[config.mk]
export PLATFORM = sky130hd
export DESIGN_NAME = adc_acq_ctrl
export DESIGN_NICKNAME = d
export VERILOG_FILES = /design/src/rtl/adc_acq_ctrl.sv
export SDC_FILE = /design/constraint.sdc
export NUM_CORES = 1
export LEC_CHECK = 0
export CORE_AREA = 10 10 172 174
export CTS_CLUSTER_SIZE = 40
export DETAILED_ROUTE_END_ITERATION = 16
export DIE_AREA = 0 0 182 184
export PLACE_DENSITY = 0.89
export SYNTH_ARGS = -nofsm -noshare
export SYNTH_HDL_FRONTEND = slang
export SYNTH_SLANG_ARGS = --single-unit
[constraint.sdc]
create_clock -name clk -period 4 [get_ports clk]
set_input_delay 0.6 -clock clk [delete_from_list [all_inputs] [get_ports clk]]
set_output_delay 0.6 -clock clk [all_outputs]
set_load 0.1 [all_outputs]
[src/rtl/adc_acq_ctrl.sv]
// Acquisition controller for the ADC decimation chain: sequences chain reset,
// discards the start-up transient and buffers decimated samples in a FWFT FIFO.
//
// state  | meaning
// IDLE   | chain held in reset, FIFO readable, waiting for start
// FLUSH  | chain held in reset for FLUSH_CYCLES cycles
// SETTLE | chain running, output samples counted and discarded
// RUN    | chain running, output samples pushed into the FIFO
module adc_acq_ctrl #(
    parameter int DW           = 35,
    parameter int FIFO_DEPTH   = 8,
    parameter int FLUSH_CYCLES = 16
) (
    input  logic          clk,
    input  logic          rst,
    input  logic          start,
    input  logic          stop,
    input  logic [7:0]    settle_len,
    output logic          chain_rstn,
    input  logic          chain_vld,
    input  logic [DW-1:0] chain_dat,
    output logic          m_valid,
    input  logic          m_ready,
    output logic [DW-1:0] m_data,
    output logic          busy,
    output logic          ovf,
    output logic [15:0]   sample_cnt
);

    localparam int AW = $clog2(FIFO_DEPTH);
    localparam int FW = $clog2(FLUSH_CYCLES + 1);

    localparam logic [1:0] S_IDLE   = 2'd0;
    localparam logic [1:0] S_FLUSH  = 2'd1;
    localparam logic [1:0] S_SETTLE = 2'd2;
    localparam logic [1:0] S_RUN    = 2'd3;

    localparam logic [AW:0]   DEPTH_C    = (AW + 1)'(FIFO_DEPTH);
    localparam logic [FW-1:0] FLUSH_LOAD = FW'(FLUSH_CYCLES - 1);

    logic [1:0]    state_q,  state_d;
    logic [FW-1:0] flush_q,  flush_d;
    logic [7:0]    settle_q, settle_d;
    logic [AW-1:0] wr_ptr_q, wr_ptr_d;
    logic [AW-1:0] rd_ptr_q, rd_ptr_d;
    logic [AW:0]   count_q,  count_d;
    logic          ovf_q,    ovf_d;
    logic [15:0]   cnt_q,    cnt_d;
    logic          busy_q;
    logic          rstn_q;
    logic          valid_q;
    logic [DW-1:0] mem_q [FIFO_DEPTH];

    logic accept;
    logic pop;
    logic push_req;
    logic push_ok;

    always_comb begin
        state_d  = state_q;
        flush_d  = flush_q;
        settle_d = settle_q;
        wr_ptr_d = wr_ptr_q;
        rd_ptr_d = rd_ptr_q;
        count_d  = count_q;
        ovf_d    = ovf_q;
        cnt_d    = cnt_q;

        accept   = (state_q == S_IDLE) && start && !stop;
        pop      = valid_q && m_ready;
        push_req = (state_q == S_RUN) && chain_vld;
        // A full FIFO still takes the push when the head leaves on the same edge.
        push_ok  = push_req && ((count_q != DEPTH_C) || pop);

        if (accept) begin
            state_d  = S_FLUSH;
            flush_d  = FLUSH_LOAD;
            settle_d = settle_len;
            wr_ptr_d = '0;
            rd_ptr_d = '0;
            count_d  = '0;
            ovf_d    = 1'b0;
            cnt_d    = '0;
        end else begin
            if (pop) begin
                rd_ptr_d = rd_ptr_q + AW'(1);
            end
            if (push_ok) begin
                wr_ptr_d = wr_ptr_q + AW'(1);
                if (cnt_q != 16'hFFFF) begin
                    cnt_d = cnt_q + 16'd1;
                end
            end
            if (push_req && !push_ok) begin
                ovf_d = 1'b1;
            end
            if (push_ok && !pop) begin
                count_d = count_q + (AW + 1)'(1);
            end else if (pop && !push_ok) begin
                count_d = count_q - (AW + 1)'(1);
            end

            if (stop && (state_q != S_IDLE)) begin
                state_d = S_IDLE;
            end else begin
                case (state_q)
                    S_FLUSH: begin
                        if (flush_q == '0) begin
                            state_d = (settle_q == 8'd0) ? S_RUN : S_SETTLE;
                        end else begin
                            flush_d = flush_q - FW'(1);
                        end
                    end
                    S_SETTLE: begin
                        if (chain_vld) begin
                            settle_d = settle_q - 8'd1;
                            if (settle_q == 8'd1) begin
                                state_d = S_RUN;
                            end
                        end
                    end
                    default: ;
                endcase
            end
        end
    end

    always_ff @(posedge clk) begin
        if (rst) begin
            state_q  <= S_IDLE;
            flush_q  <= '0;
            settle_q <= '0;
            wr_ptr_q <= '0;
            rd_ptr_q <= '0;
            count_q  <= '0;
            ovf_q    <= 1'b0;
            cnt_q    <= '0;
            busy_q   <= 1'b0;
            rstn_q   <= 1'b0;
            valid_q  <= 1'b0;
            for (int i = 0; i < FIFO_DEPTH; i++) begin
                mem_q[i] <= '0;
            end
        end else begin
            state_q  <= state_d;
            flush_q  <= flush_d;
            settle_q <= settle_d;
            wr_ptr_q <= wr_ptr_d;
            rd_ptr_q <= rd_ptr_d;
            count_q  <= count_d;
            ovf_q    <= ovf_d;
            cnt_q    <= cnt_d;
            busy_q   <= (state_d != S_IDLE);
            rstn_q   <= (state_d == S_SETTLE) || (state_d == S_RUN);
            valid_q  <= (count_d != '0);
            if (push_ok) begin
                mem_q[wr_ptr_q] <= chain_dat;
            end
        end
    end

    assign chain_rstn = rstn_q;
    assign busy       = busy_q;
    assign ovf        = ovf_q;
    assign sample_cnt = cnt_q;
    assign m_valid    = valid_q;
    assign m_data     = mem_q[rd_ptr_q];

endmodule

# After elaboration in Yosys (flattened, before gate mapping)
# Memory sizes are Yosys's and may differ from the RTL's. A register that Yosys moved wholly into a read port is not among the register bits.
# Cells that the tools add are included.
[op_classes]
n_addsub = 7
mul = 0
div = 0
magnitude_cmp = 0
eq_ne = 10
shifts = 0
muxes = 28
n_bitwise = 2
n_reduce_logical = 29
[op_table]
columns = ["operator", "n"]
rows = [
  ["2-to-1 mux 35 bit", 1],
  ["OR reduction 35 bit", 1],
  ["2-to-1 mux 8 bit", 4],
  ["2-to-1 mux 4 bit", 7],
  ["adder 16 x 1 -> 16 bit (second input constant)", 1],
  ["inequality test 16 bit (second input constant)", 1],
  ["2-to-1 mux 2 bit", 5],
  ["nonzero test 2 bit", 5],
  ["logical AND 1 bit", 9],
  ["2-to-1 mux 3 bit", 3],
  ["AND reduction 3 bit", 3],
  ["== test 2 bit (second input constant)", 4],
  ["== test 8 x 1 -> 1 bit (second input constant)", 1],
  ["logical NOT 8 bit", 1],
  ["subtractor 8 x 1 -> 8 bit (second input constant)", 1],
  ["2-to-1 mux 1 bit", 7],
  ["adder 3 x 1 -> 3 bit (second input constant)", 2],
  ["logical NOT 5 bit", 1],
  ["subtractor 5 x 1 -> 5 bit (second input constant)", 1],
  ["adder 4 x 1 -> 4 bit (second input constant)", 1],
  ["inequality test 2 bit (second input constant)", 2],
  ["inequality test 4 bit (second input constant)", 1],
  ["one-hot mux 2 bit (2 select lines)", 1],
  ["nonzero test 4 bit", 1],
  ["other kinds (8)", 12],
]
[totals]
ff_bits = 45
latch_bits = 0
ram_bits = 280
mem_bits_ro = 0
inputBits = 49
output_inout_bits = 55
elab_cells = 89
memories = 1
[mem_list]
columns = ["name", "words", "width", "read_ports", "rd_ports_with_merged_regs", "wr", "line", "rtl"]
rows = [
  ["mem_q", 8, 35, 1, 1, 8, "52", "logic [DW-1:0] mem_q [FIFO_DEPTH];"],
]

# Logic depth before layout (Yosys ltp)
# Gate-level depths: netlist of run 1.
[depth]
ltp_word = 9
mapped_depth = 8
ltp_nobuf = 7

# Worst setup path after synthesis of run 1
# Ideal clock, no wire load.
[synth_timing]
path_type = "register to register"
start = "reg valid_q, in the netlist m_valid"
end = "mem mem_q[7][0], enable pin"
setup_time_ps = 376
t_arrival_ps = 2518
t_required_ps = 3624
slack_ps = 1106
path_stages_with_launch = 6
n_path_buf = 0
synth_period_minus_slack_ps = 2894
path_cell_list = "dfxtp_1 > nand2_1 > a21oi_4 > nand2_2 > nor2_1 > or2_2"
[synth_lines]
columns = ["item", "line", "rtl"]
rows = [
  ["start: declaration", "51", "logic valid_q;"],
  ["start signal: assignment", "155", "valid_q <= (count_d != '0);"],
  ["end: declaration", "52", ""],
]

==> out/metrics.sh, run 1 <==
CRITICAL_PATH.ENDPOINT_TYPE='primary output'
SYN_AREA_PER_CELL_UM2=14.8
CP_DATA_REQUIRED_TIME_NS=3.40
DESIGN.FINAL.NETS=1178
DIE_AREA_UM2=33500
ITERATION_0_DRC_COUNT_OF_THE_DETAILED_ROUTER=756
FINAL-MAX-SLEW-VIOLATION-COUNT=0
DESIGN.CORE.AREA_UM2=25900
DIE_HEIGHT_UM=184
CLK_ROOT_BUFFER_CELL='sky130_fd_sc_hd__clkbuf_16'
FINALWEIGHTEDCONGESTION=0.777
AVGVIACOUNTPERCELL=5.89
STATUS='completed'
POSTSYNTH.ASYNCRESETSHARE_PCT=0
POST_CTS_HOLD_BUFFER_COUNT=0
YS_SEQ_ELEMENTS=328
SETUP.REG_TO_REG.WORST_SLACK_NS=1.21
PLACEDCELLCOUNT=1416
CLOCK_PATH_BUFFERS=3
INITIAL_UTILIZATION_PCT=57.6
POST-CTS-SETUP-BUFFERS=0
DRIVE_GT1_SHARE_PCT=20.1
SETUP_VIOL_COUNT_FINAL=0
YS_WARN_COUNT=0
R2R-END='mem_q[5][28]$_SDFFCE_PN0P_'
UTILIZATION_PCT=66.8
TOTAL_NUMBER_OF_VIAS=8666
SYNTH.DISTINCT_CELLS=53
WORST_IR_DROP_VDD_mV=0.572
WORSTSETUPPATHTYPE='flop to primary output'
DETAILED_PLACE_HPWL_MM=19.7
SYNTH-EDFF-COUNT=280
PLACED_AREA_UM2=16300
WL_PER_CELL_UM=22.5
CP_MAX_FO=21
FINAL_CELL_MIX='287 x sky130_fd_sc_hd__and2_1, 280 x sky130_fd_sc_hd__edfxtp_1, 70 x sky130_fd_sc_hd__mux4_2, 68 x sky130_fd_sc_hd__clkdlybuf4s50_1, 54 x sky130_fd_sc_hd__buf_4'
ANT_NETS=0
NETLIST_AREA_UM2=14900
TRITONCTS='done'
GRT_PASS1_VIAS=9341
GLOBAL_ROUTE.OVERFLOW_TOTAL=0
GRT_MAX_DEGREE=37
N_FILL_CELL=1719
GRT_FIRST_PASS_WIRELENGTH_MM=51.8
INITIAL_ANTENNA_VIOLATION_COUNT=0
CLK_TRANSITION_REPORTED_PATHS_NS=0.06
TIMING.FINAL.HOLD_VIOLATIONS=0
MAX-SLEW-MARGIN-REL_PCT=24.7
STORAGE_ELEMENT_AREA_UM2=9380
SYNTH_SEQUENTIAL_AREA_RATIO_PCT=62.7
DIE_W_UM=182
TIMING.HOLD.WS_NS=0.479
LAYOUT.CELLS.MOST_COMMON='sky130_fd_sc_hd__and2_1'
SYNTHTOLAYOUTAREAGROWTH_PCT=15.9
CRITICAL_PATH_ARRIVAL_NS=2.72
INSERTION_DELAY_NS=0.55
NUMBER_OF_GATES_GIVEN_A_NEW_DRIVE_STRENGTH_AFTER_CTS=0
MIN_PATH_CELLS=2
RSZ0062_AT_GRT='no'
MULTI_INPUT_AREA_UM2=5290
MAX_FREQ_GHz=0.301
CP-START-KIND='flop'
DOMINANTREGCELLSYNTH='sky130_fd_sc_hd__edfxtp_1'
HTREE_NUM_LEVELS=1
IO_BUFFER_COUNT=103
FINAL_PERIOD_MINUS_WORST_SETUP_SLACK_NS=3.32
GRT_USE_TOTAL_PCT=19.5
CTS_BUFFERS=31
MAXCAPVIOLCOUNT=0
POWER-PER-CELL-AREA_nW_PER_UM2=467
SYN-NUM-NETS=1076
CLOCK_SINK_COUNT=328
FINALWIRELENGTH_MM=33.1
PLACEMENTROWS=59
REG2REG_FROM='count_q[0]$_SDFF_PP0_'
TOTAL_LEAKAGE_POWER_nW=6.15
FINALINSTANCEAREA_UM2=17300
MIN-DELAY-PATH-CLASS='flop to flop'
WORSTMARGINPINSLEW_NS=1.13
PERIOD_UTILISATION_LAYOUT_PCT=83.0
R2R_CELL_COUNT=7
POST_SYNTH_INST_COUNT=1012
TIMING.SETUP.TNS_NS=0
IO_PINS=104
FIRSTDRTPASSITERS=5
TIMING.CLOCK.SKEW_NS=0.00879
LAYOUTNONFILLERINSTCOUNT=1472
MIN_DELAY_SRC='rd_ptr_q[1]$_SDFFE_PP0N_'
DETAIL_ROUTE.DRC_VIOLATIONS=0
ANTENNA_CELLS_INSERTED=0
==> worst max-delay path, cell delays in order (launching register included) <==
cell and delay (ns):
sky130_fd_sc_hd__dfxtp_4 0.65, sky130_fd_sc_hd__buf_4 0.41, sky130_fd_sc_hd__mux4_2 0.58, sky130_fd_sc_hd__mux2_2 0.28, sky130_fd_sc_hd__buf_4 0.23
==> logic make-up (layout without fill, tap and decap cells) <==
group / after synthesis / after routing / synth area share (%)
compound gates: 44 / 44 / 2.09
buf+inv: 70 / 195 / 2.00
mux: 105 / 105 / 13.2
simple gates: 422 / 422 / 17.1
fa+ha+maj: 15 / 15 / 1.26
xor+xnor: 28 / 28 / 1.64
flops: 328 / 328 / 62.7
==> worst max-delay path by stage <==
stage | end | cells past startpoint
floorplan | mem_q[7][0]$_SDFFCE_PN0P_ | 5
global placement | mem_q[0][18]$_SDFFCE_PN0P_ | 5
detailed placement | mem_q[5][19]$_SDFFCE_PN0P_ | 6
CTS | m_data[20] | 4
global route | m_data[20] | 4
finish | m_data[20] | 4
==> report_power, final <==
part           internal (W)  switching [W]
registers           0.00384      0.0000902
logic              0.000421       0.000772
clock network       0.00174        0.00121
==> per-layer routing <==
| layer | global-route usage (%) | vias to the layer above | share of wire (%) |
|---|---|---|---|
| li1 | - | 3914 | - |
| met1 | 24.5 | 4338 | 39 |
| met2 | 33.7 | 352 | 50 |
| met3 | 4.06 | 62 | 8.7 |
| met4 | 5.17 | 0 | 2.2 |
| met5 | 0 | - | 0 |
==> synthesized netlist by cell type, drive strengths merged, types with 13 or more instances <==
cell type	instances	area share [%]
and2	287	12
edfxtp	280	56
mux4	70	11
dfxtp	48	6.4
clkbuf	44	1.3
nor2	42	1.1
mux2	35	2.6
nand2	21	0.54
xnor2	19	1.1
a21oi	15	0.58
ha	15	1.3
nand3	15	0.50
buf	13	0.42
inv	13	0.33
==> flip-flops by register name, indices dropped and copies added, names as in the netlist, named ones only <==
| name | count |
|---|---|
| busy | 1 |
| flush_q | 5 |
| state_q | 2 |
| rd_ptr_q | 3 |
| chain_rstn | 1 |
| sample_cnt | 16 |
| ovf | 1 |
| wr_ptr_q | 3 |
| settle_q | 8 |
| mem_q | 280 |
| m_valid | 1 |
| count_q | 4 |
==> layout make-up <==
| class | count | share of cell area (%) |
|---|---|---|
| Sequential cell | 328 | 54.2 |
| Multi-Input combinational cell | 614 | 30.5 |
| Timing Repair Buffer | 126 | 6.74 |
| Clock buffer | 39 | 4.65 |
| Tap cell | 335 | 2.42 |
| Clock inverter | 17 | 1.21 |
| Inverter | 13 | 0.282 |
==> stage by stage <==
| stage | power [W] | worst slack [ns] |
|---|---|---|
| CTS | 0.00812 | 0.629 |
| floorplan | 0.00487 | 1.11 |
| detailed placement | 0.00520 | 0.849 |
| global route | 0.00832 | 0.534 |
| finish | 0.00808 | 0.680 |
| global placement | 0.00517 | 0.927 |
Note: power is estimated with default switching activity, not from simulation.
==> run 2: changes to the inputs <==
clock period = 3.35 ns   (was 4 ns; I/O delays follow)
==> run 2 against run 1 <==
- worst hold slack better by 0.022 ns
- first-iteration DRC count is 0.40% higher
- sequential share of layout area shrank 0.83 points
- wire length is 1.1% higher
- critical endpoint is now m_data[6]
- highest routed layer is now met5
==> out/metrics.sh, run 2 (synthesis results as in run 1) <==
TIMING.CLOCK.SKEW_NS=0.0255  # +0.0167 ns
LARGEST_REGISTER_FF_COUNT=280  # unchanged
FINAL-MAX-SLEW-VIOLATION-COUNT=0  # unchanged
DESIGN.CORE.AREA_UM2=25900  # unchanged
CP_MAX_FO=20  # -4.8%
CP_NUM_BUF_INV=2  # unchanged
TIMING.FINAL.HOLD_VIOLATIONS=0  # unchanged
GRT_PASS1_VIAS=9390  # +0.52%
CLOCK_SINK_COUNT=328  # unchanged
SETUP_VIOL_COUNT_FINAL=0  # unchanged
PATH_CELLS='buf_4 -> mux4_2 -> mux2_2 -> buf_12'
INITIAL_UTILIZATION_PCT=57.6  # unchanged
CP_DATA_REQUIRED_TIME_NS=2.85  # -0.55 ns
CTS_BUFFERS=35  # +13%
FINALWIRELENGTH_MM=33.5  # +1.1%
MIN_PATH_CELLS=2  # unchanged
AVGVIACOUNTPERCELL=5.91  # +0.33%
N_FILL_CELL=1682  # -2.2%
FINALWEIGHTEDCONGESTION=0.873  # +12%
DETAILED_PLACE_HPWL_MM=20.8  # +5.5%
UPPERMOST_LAYER_ROUTED='met5'
SETUP.REG_TO_REG.WORST_SLACK_NS=0.77  # -0.44 ns
INTERNAL_POWER_W=0.00722  # +20%
ANTENNA_CELLS_INSERTED=0  # unchanged
GRT_USE_TOTAL_PCT=20.0  # +0.46 points
INSERTION_DELAY_NS=0.52  # -0.03 ns
DETAIL_ROUTE.DRC_VIOLATIONS=0  # unchanged
STORAGE_ELEMENT_AREA_UM2=9380  # unchanged
MAX_FREQ_GHz=0.325
WORSTSETUPPATHTYPE='flop to primary output'
M1WIRELENGTH_MM=12.9  # +0.65%
MET3_LENGTH_MM=2.65  # -8.2%
PLACEMENTROWS=59  # unchanged
TRITONCTS='done'
TIMING.HOLD.WS_NS=0.501  # +0.0220 ns
TOTAL_LEAKAGE_POWER_nW=6.29  # +2.3%
ITERATION_0_DRC_COUNT_OF_THE_DETAILED_ROUTER=759  # +0.40%
POWER-PER-CELL-AREA_nW_PER_UM2=557  # +19%
RSZ0062_AT_GRT='no'
HTREE_NUM_LEVELS=2  # +1
CRITICAL_PATH_CELL_COUNT=4  # unchanged
CLOCK_POWER_SHARE_PCT=36.6  # about the same
FINAL_PERIOD_MINUS_WORST_SETUP_SLACK_NS=3.08
INITIAL_ANTENNA_VIOLATION_COUNT=1  # +1
LAYOUT.CELLS.MOST_COMMON='sky130_fd_sc_hd__and2_1'
CLK_ROOT_BUFFER_CELL='sky130_fd_sc_hd__clkbuf_16'
PORTION_OF_TOTAL_POWER_ATTRIBUTED_TO_SEQUENTIAL_CELLS_PCT=47.9  # -0.8 points
CRIT_SLOWEST_CELL='sky130_fd_sc_hd__mux4_2'
CRITICAL_PATH_ARRIVAL_NS=2.57  # -0.15 ns
CPLARGESTDELAYFAMILY='multiplexers'
POST_CTS_HOLD_BUFFER_COUNT=0  # unchanged
SYNTHTOLAYOUTAREAGROWTH_PCT=17.8
COMB_POWER_SHARE_PCT=15.5  # +0.7 points
P_SW_SHARE_PCT=26.3  # +0.57 points
P_SW_W=0.00257  # +24%
MAXCAPVIOLCOUNT=0  # unchanged
DIE_AREA_UM2=33500  # unchanged
CRITICAL_PATH.ENDPOINT_TYPE='primary output'
DIE_HEIGHT_UM=184  # unchanged
POST-CTS-SETUP-BUFFERS=0  # unchanged
IO_BUFFER_COUNT=103  # unchanged
STATUS='completed'
TIMING.SETUP.TNS_NS=0  # unchanged
CLOCK_PATH_BUFFERS=3  # unchanged
MULTI_INPUT_AREA_UM2=5290  # unchanged
FIRSTDRTPASSITERS=5  # unchanged
FINAL_CELL_MIX='287 x sky130_fd_sc_hd__and2_1, 280 x sky130_fd_sc_hd__edfxtp_1, 70 x sky130_fd_sc_hd__mux4_2, 59 x sky130_fd_sc_hd__clkdlybuf4s50_1, 50 x sky130_fd_sc_hd__buf_4'
TOP_REGISTER='mem_q'
MIN-DELAY-PATH-CLASS='flop to flop'
DIE_W_UM=182  # unchanged
DRIVE_GT1_SHARE_PCT=21.6  # +1.6 points
WL_PER_CELL_UM=22.6  # +0.40%
PERIOD_UTILISATION_LAYOUT_PCT=91.8
MET2_WIRELENGTH_MM=17.1  # +3.0%
CLK_TRANSITION_REPORTED_PATHS_NS=0.06  # about the same
R2R_CELL_COUNT=5  # -2
MAX-SLEW-MARGIN-REL_PCT=32.5  # +7.7 points
CP-START-KIND='flop'
DESIGN.FINAL.NETS=1186  # +0.68%
WORST_IR_DROP_VDD_mV=0.502  # -12%
GRT_FIRST_PASS_WIRELENGTH_MM=52.7  # +1.6%
NUMBER_OF_GATES_GIVEN_A_NEW_DRIVE_STRENGTH_AFTER_CTS=0  # unchanged
GLOBAL_ROUTE.OVERFLOW_TOTAL=0  # unchanged
IO_PINS=104  # unchanged
TOTAL_NUMBER_OF_VIAS=8754  # +1.0%
WORSTMARGINPINSLEW_NS=1.01  # -0.116 ns
GRT_MAX_DEGREE=39  # +5.4%
ANT_NETS=0  # unchanged
TOTAL_POWER_W=0.00979  # +21%
LARGEST_INCREMENTAL_DELAY_ON_THE_CRITICAL_PATH_NS=0.57  # -0.08 ns
## run 2: cell count changes in the layout (fill, tap and decap cells not counted), moves of 2 or more
cell	previous run	this run
sky130_fd_sc_hd__clkinv_1	7	5
sky130_fd_sc_hd__buf_4	54	50
sky130_fd_sc_hd__clkbuf_16	31	36
sky130_fd_sc_hd__bufinv_16	5	1
sky130_fd_sc_hd__buf_12	4	21
sky130_fd_sc_hd__clkinv_2	1	7
sky130_fd_sc_hd__clkdlybuf4s50_1	68	59
sky130_fd_sc_hd__clkinv_8	0	2
## run 2: tightest hold or removal path: cells and delay by family (launching register included)
family / cells / cell delay [ns]
flops: 1 / 0.31
compound gates: 1 / 0.08
simple gates: 1 / 0.05
## run 2: layout make-up
type | count | area share, %
Tap cell | 335 | 2.38
Timing Repair Buffer | 130 | 7.88
Multi-Input combinational cell | 614 | 30.1
Clock inverter | 17 | 0.747
Clock buffer | 45 | 5.32
Sequential cell | 328 | 53.3
Inverter | 13 | 0.278
## run 2: through the flow
| stage | worst slack [ns] | instances | instance area (um2) | util, % |
|---|---|---|---|---|
| finish | 0.274 | 1482 | 17600 | 67.9 |
| floorplan | 0.456 | 1012 | 14900 | - |
| global placement | 0.453 | 1420 | 16500 | 63.7 |
| detailed placement | 0.393 | 1420 | 16500 | 63.7 |
| CTS | 0.205 | 1482 | 17600 | 67.9 |
| global route | 0.120 | 1482 | 17600 | 67.9 |
## run 2: path summary, 6_finish.rpt
| path | start | end |
|---|---|---|
| setup / recovery | flop | m_data[6] |
| hold / removal | rd_ptr_q[1]$_SDFFE_PP0N_ | flop |
| setup reg to reg | state_q[1]$_SDFF_PP0_ | mem_q[0][5]$_SDFFCE_PN0P_ |
| hold reg to reg | rd_ptr_q[1]$_SDFFE_PP0N_ | flop |
## run 2: power by group through the flow
stage	logic (W)	registers [W]	clock network (W)
3_3_place_gp	0.00150	0.00476	0
4_1_cts	0.00153	0.00469	0.00365
5_1_grt	0.00160	0.00471	0.00380
3_5_place_dp	0.00152	0.00478	0
2_1_floorplan	0.00104	0.00478	0
6_report	0.00151	0.00469	0.00359
## run 2: layer usage
metal	up-vias	GRT usage (%)
li1	3940	-
met1	4395	24.3
met2	357	34.6
met3	60	4.76
met4	2	6.15
met5	-	0
==> run 3: changes to the inputs <==
CORE_AREA = 10 10 251 253   (was 10 10 172 174)
DIE_AREA = 0 0 261 263   (was 0 0 182 184)
PLACE_DENSITY = 0.52   (was 0.89)
==> run 3 against run 2 <==
- register-to-register slack improved by 0.08 ns
- sequential cell count did not move
- utilization shrank 36 points
- sequential share of layout area is 2.4 points lower
- fmax is 1.7% higher
- via count is 3.0% lower
- critical path depth stayed put
- power is 5.0% higher
- die area up 100%
- setup slack improved by 0.052 ns
- combinational power up 5%
- count of clock-buffer cells in the layout increased by 2
- largest power group unchanged
==> out/metrics.sh, run 3 (synthesis results as in run 1) <==
CP_DATA_REQUIRED_TIME_NS=2.85  # about the same
R2R_CELL_COUNT=8  # +3
CLK_ROOT_BUFFER_CELL='sky130_fd_sc_hd__clkbuf_16'
ANT_NETS=0  # unchanged
GRT_MAX_DEGREE=48  # +23%
TIMING.CLOCK.SKEW_NS=0.0111  # -0.0144 ns
NUMBER_OF_GATES_GIVEN_A_NEW_DRIVE_STRENGTH_AFTER_CTS=0  # unchanged
TIMING.SETUP.TNS_NS=0  # unchanged
RSZ0062_AT_GRT='no'
CTS_BUFFERS=38  # +8.6%
ITERATION_0_DRC_COUNT_OF_THE_DETAILED_ROUTER=564  # -26%
GRT_USE_TOTAL_PCT=11.1  # -8.8 points
R2R-END='mem_q[4][32]$_SDFFCE_PN0P_'
DETAIL_ROUTE.DRC_VIOLATIONS=0  # unchanged
LARGEST_REGISTER_FF_COUNT=280  # unchanged
WL_PER_CELL_UM=19.6  # -13%
POST_CTS_HOLD_BUFFER_COUNT=0  # unchanged
FINAL_CELL_MIX='287 x sky130_fd_sc_hd__and2_1, 280 x sky130_fd_sc_hd__edfxtp_1, 70 x sky130_fd_sc_hd__mux4_2, 57 x sky130_fd_sc_hd__clkdlybuf4s50_1'
WORST_IR_DROP_VDD_mV=0.334  # -33%
CP_MAX_FO=23  # +15%
DRIVE_GT1_SHARE_PCT=22.4  # +0.80 points
TOTAL_POWER_W=0.0103  # +5.0%
DIE_W_UM=261  # +43%
MIN_DELAY_SRC='sample_cnt[1]$_SDFFE_PP0P_'
PLACEDCELLCOUNT=1861  # +31%
POST-CTS-SETUP-BUFFERS=0  # unchanged
DIE_HEIGHT_UM=263  # +43%
TOTAL_NUMBER_OF_VIAS=8488  # -3.0%
DIE_AREA_UM2=68600  # +100%
LAYOUT.CELLS.MOST_COMMON='sky130_fd_sc_hd__and2_1'
INSERTION_DELAY_NS=0.54  # +0.02 ns
GLOBAL_ROUTE.USAGE.MET2_PCT=17.9  # -17 points
FIRSTDRTPASSITERS=5  # unchanged
TRITONCTS='done'
HTREE_NUM_LEVELS=2  # unchanged
GRT_PASS1_VIAS=9165  # -2.4%
WORSTSETUPPATHTYPE='flop to primary output'
MAX-SLEW-MARGIN-REL_PCT=33.8  # +1.3 points
MAXCAPVIOLCOUNT=0  # unchanged
GRT_FIRST_PASS_WIRELENGTH_MM=58.4  # +11%
IO_PINS=104  # unchanged
SYNTHTOLAYOUTAREAGROWTH_PCT=23.3
CLOCK_PATH_BUFFERS=3  # unchanged
TIMING.FINAL.HOLD_VIOLATIONS=0  # unchanged
DESIGN.CORE.AREA_UM2=58200  # +120%
CP-START-KIND='flop'
SETUP.REG_TO_REG.WORST_SLACK_NS=0.85  # +0.08 ns
GRT.BUSIEST_LAYER='met2'
PLACEMENTROWS=89  # +51%
MAX_FREQ_GHz=0.331  # +1.7%
GR-USAGE-MET3_PCT=3.03  # -1.7 points
STATUS='completed'
CLOCK_SINK_COUNT=328  # unchanged
TIMING.HOLD.WS_NS=0.492  # -0.00924 ns
CLK_TRANSITION_REPORTED_PATHS_NS=0.06  # about the same
GLOBAL_ROUTE.USAGE.MET1_PCT=14.6  # -9.7 points
SETUP_VIOL_COUNT_FINAL=0  # unchanged
PERIOD_UTILISATION_LAYOUT_PCT=90.3  # -1.6 points
TOTAL_LEAKAGE_POWER_nW=6.42  # +2.1%
REG2REG_FROM='count_q[0]$_SDFF_PP0_'
FINAL_PERIOD_MINUS_WORST_SETUP_SLACK_NS=3.02  # -0.0521 ns
CRITICAL_PATH_ARRIVAL_NS=2.52  # -0.05 ns
IO_BUFFER_COUNT=103  # unchanged
DESIGN.FINAL.NETS=1192  # +0.51%
WORSTMARGINPINSLEW_NS=0.990  # -0.0229 ns
INITIAL_ANTENNA_VIOLATION_COUNT=9  # +8
MIN-DELAY-PATH-CLASS='flop to flop'
MIN_PATH_CELLS=2  # unchanged
AVGVIACOUNTPERCELL=4.40  # -26%
INITIAL_UTILIZATION_PCT=25.6  # -32 points
CRITICAL_PATH.ENDPOINT_TYPE='primary output'
GLOBAL_ROUTE.OVERFLOW_TOTAL=0  # unchanged
DETAILED_PLACE_HPWL_MM=22.9  # +10%
FINAL-MAX-SLEW-VIOLATION-COUNT=0  # unchanged
SETUP_WS_NS=0.326  # +0.0521 ns
TOP_REGISTER='mem_q'
POWER-PER-CELL-AREA_nW_PER_UM2=559  # +0.28%
LAYOUTNONFILLERINSTCOUNT=1930  # +30%
HOLD_PATH_END='sample_cnt[1]$_SDFFE_PP0P_'
FINALWIRELENGTH_MM=37.9  # +13%
FINALWEIGHTEDCONGESTION=0.767  # -12%
DETAILEDPLACE.WORSTSLACK_NS=0.512  # +0.119 ns
[run 3: stage by stage]
step | area [um2] | utilization (%)
2_1_floorplan | 14900 | -
3_3_place_gp | 17200 | 29.6
3_5_place_dp | 17200 | 29.6
4_1_cts | 18400 | 31.6
5_1_grt | 18400 | 31.6
6_report | 18400 | 31.6
[run 3: how the worst max path moves through the flow]
stage	cells after the start	to	slack (ns)
final	4	m_data[4]	0.33
after global placement	6	mem_q[0][23]$_SDFFCE_PN0P_	0.55
after floorplan	5	mem_q[7][0]$_SDFFCE_PN0P_	0.46
after global routing	4	m_data[10]	0.21
after CTS	4	m_data[15]	0.25
after detailed placement	6	mem_q[0][19]$_SDFFCE_PN0P_	0.51
[run 3: where the power goes]
part,total (W),switching [W],leakage [nW],internal [W]
clock network,0.00403,0.00167,0.588,0.00236
registers,0.00467,0.0000807,3.22,0.00459
logic,0.00159,0.000987,2.61,0.000599
[run 3: worst max-delay path: stages (launching register included)]
cell and delay, ns:
sky130_fd_sc_hd__dfxtp_4 0.36, sky130_fd_sc_hd__buf_4 0.44, sky130_fd_sc_hd__mux4_2 0.58, sky130_fd_sc_hd__mux2_2 0.31
sky130_fd_sc_hd__buf_4 0.26
[run 3: area by class of cell]
| class | count | area (um2) |
|---|---|---|
| multi-input combinational | 614 | 5300 |
| tap | 773 | 967 |
| sequential | 328 | 9380 |
| inverter | 13 | 48.8 |
| antenna | 2 | 5.00 |
| clock buffer | 47 | 1010 |
| timing repair buffer | 133 | 1530 |
| fill | 5742 | 39800 |
| clock inverter | 20 | 180 |
[run 3: per-layer routing]
metal | routed length, um | vias up
li1 | - | 3956
met1 | 16900 | 4275
met2 | 18000 | 183
met3 | 2260 | 62
met4 | 599 | 12
met5 | 91 | -
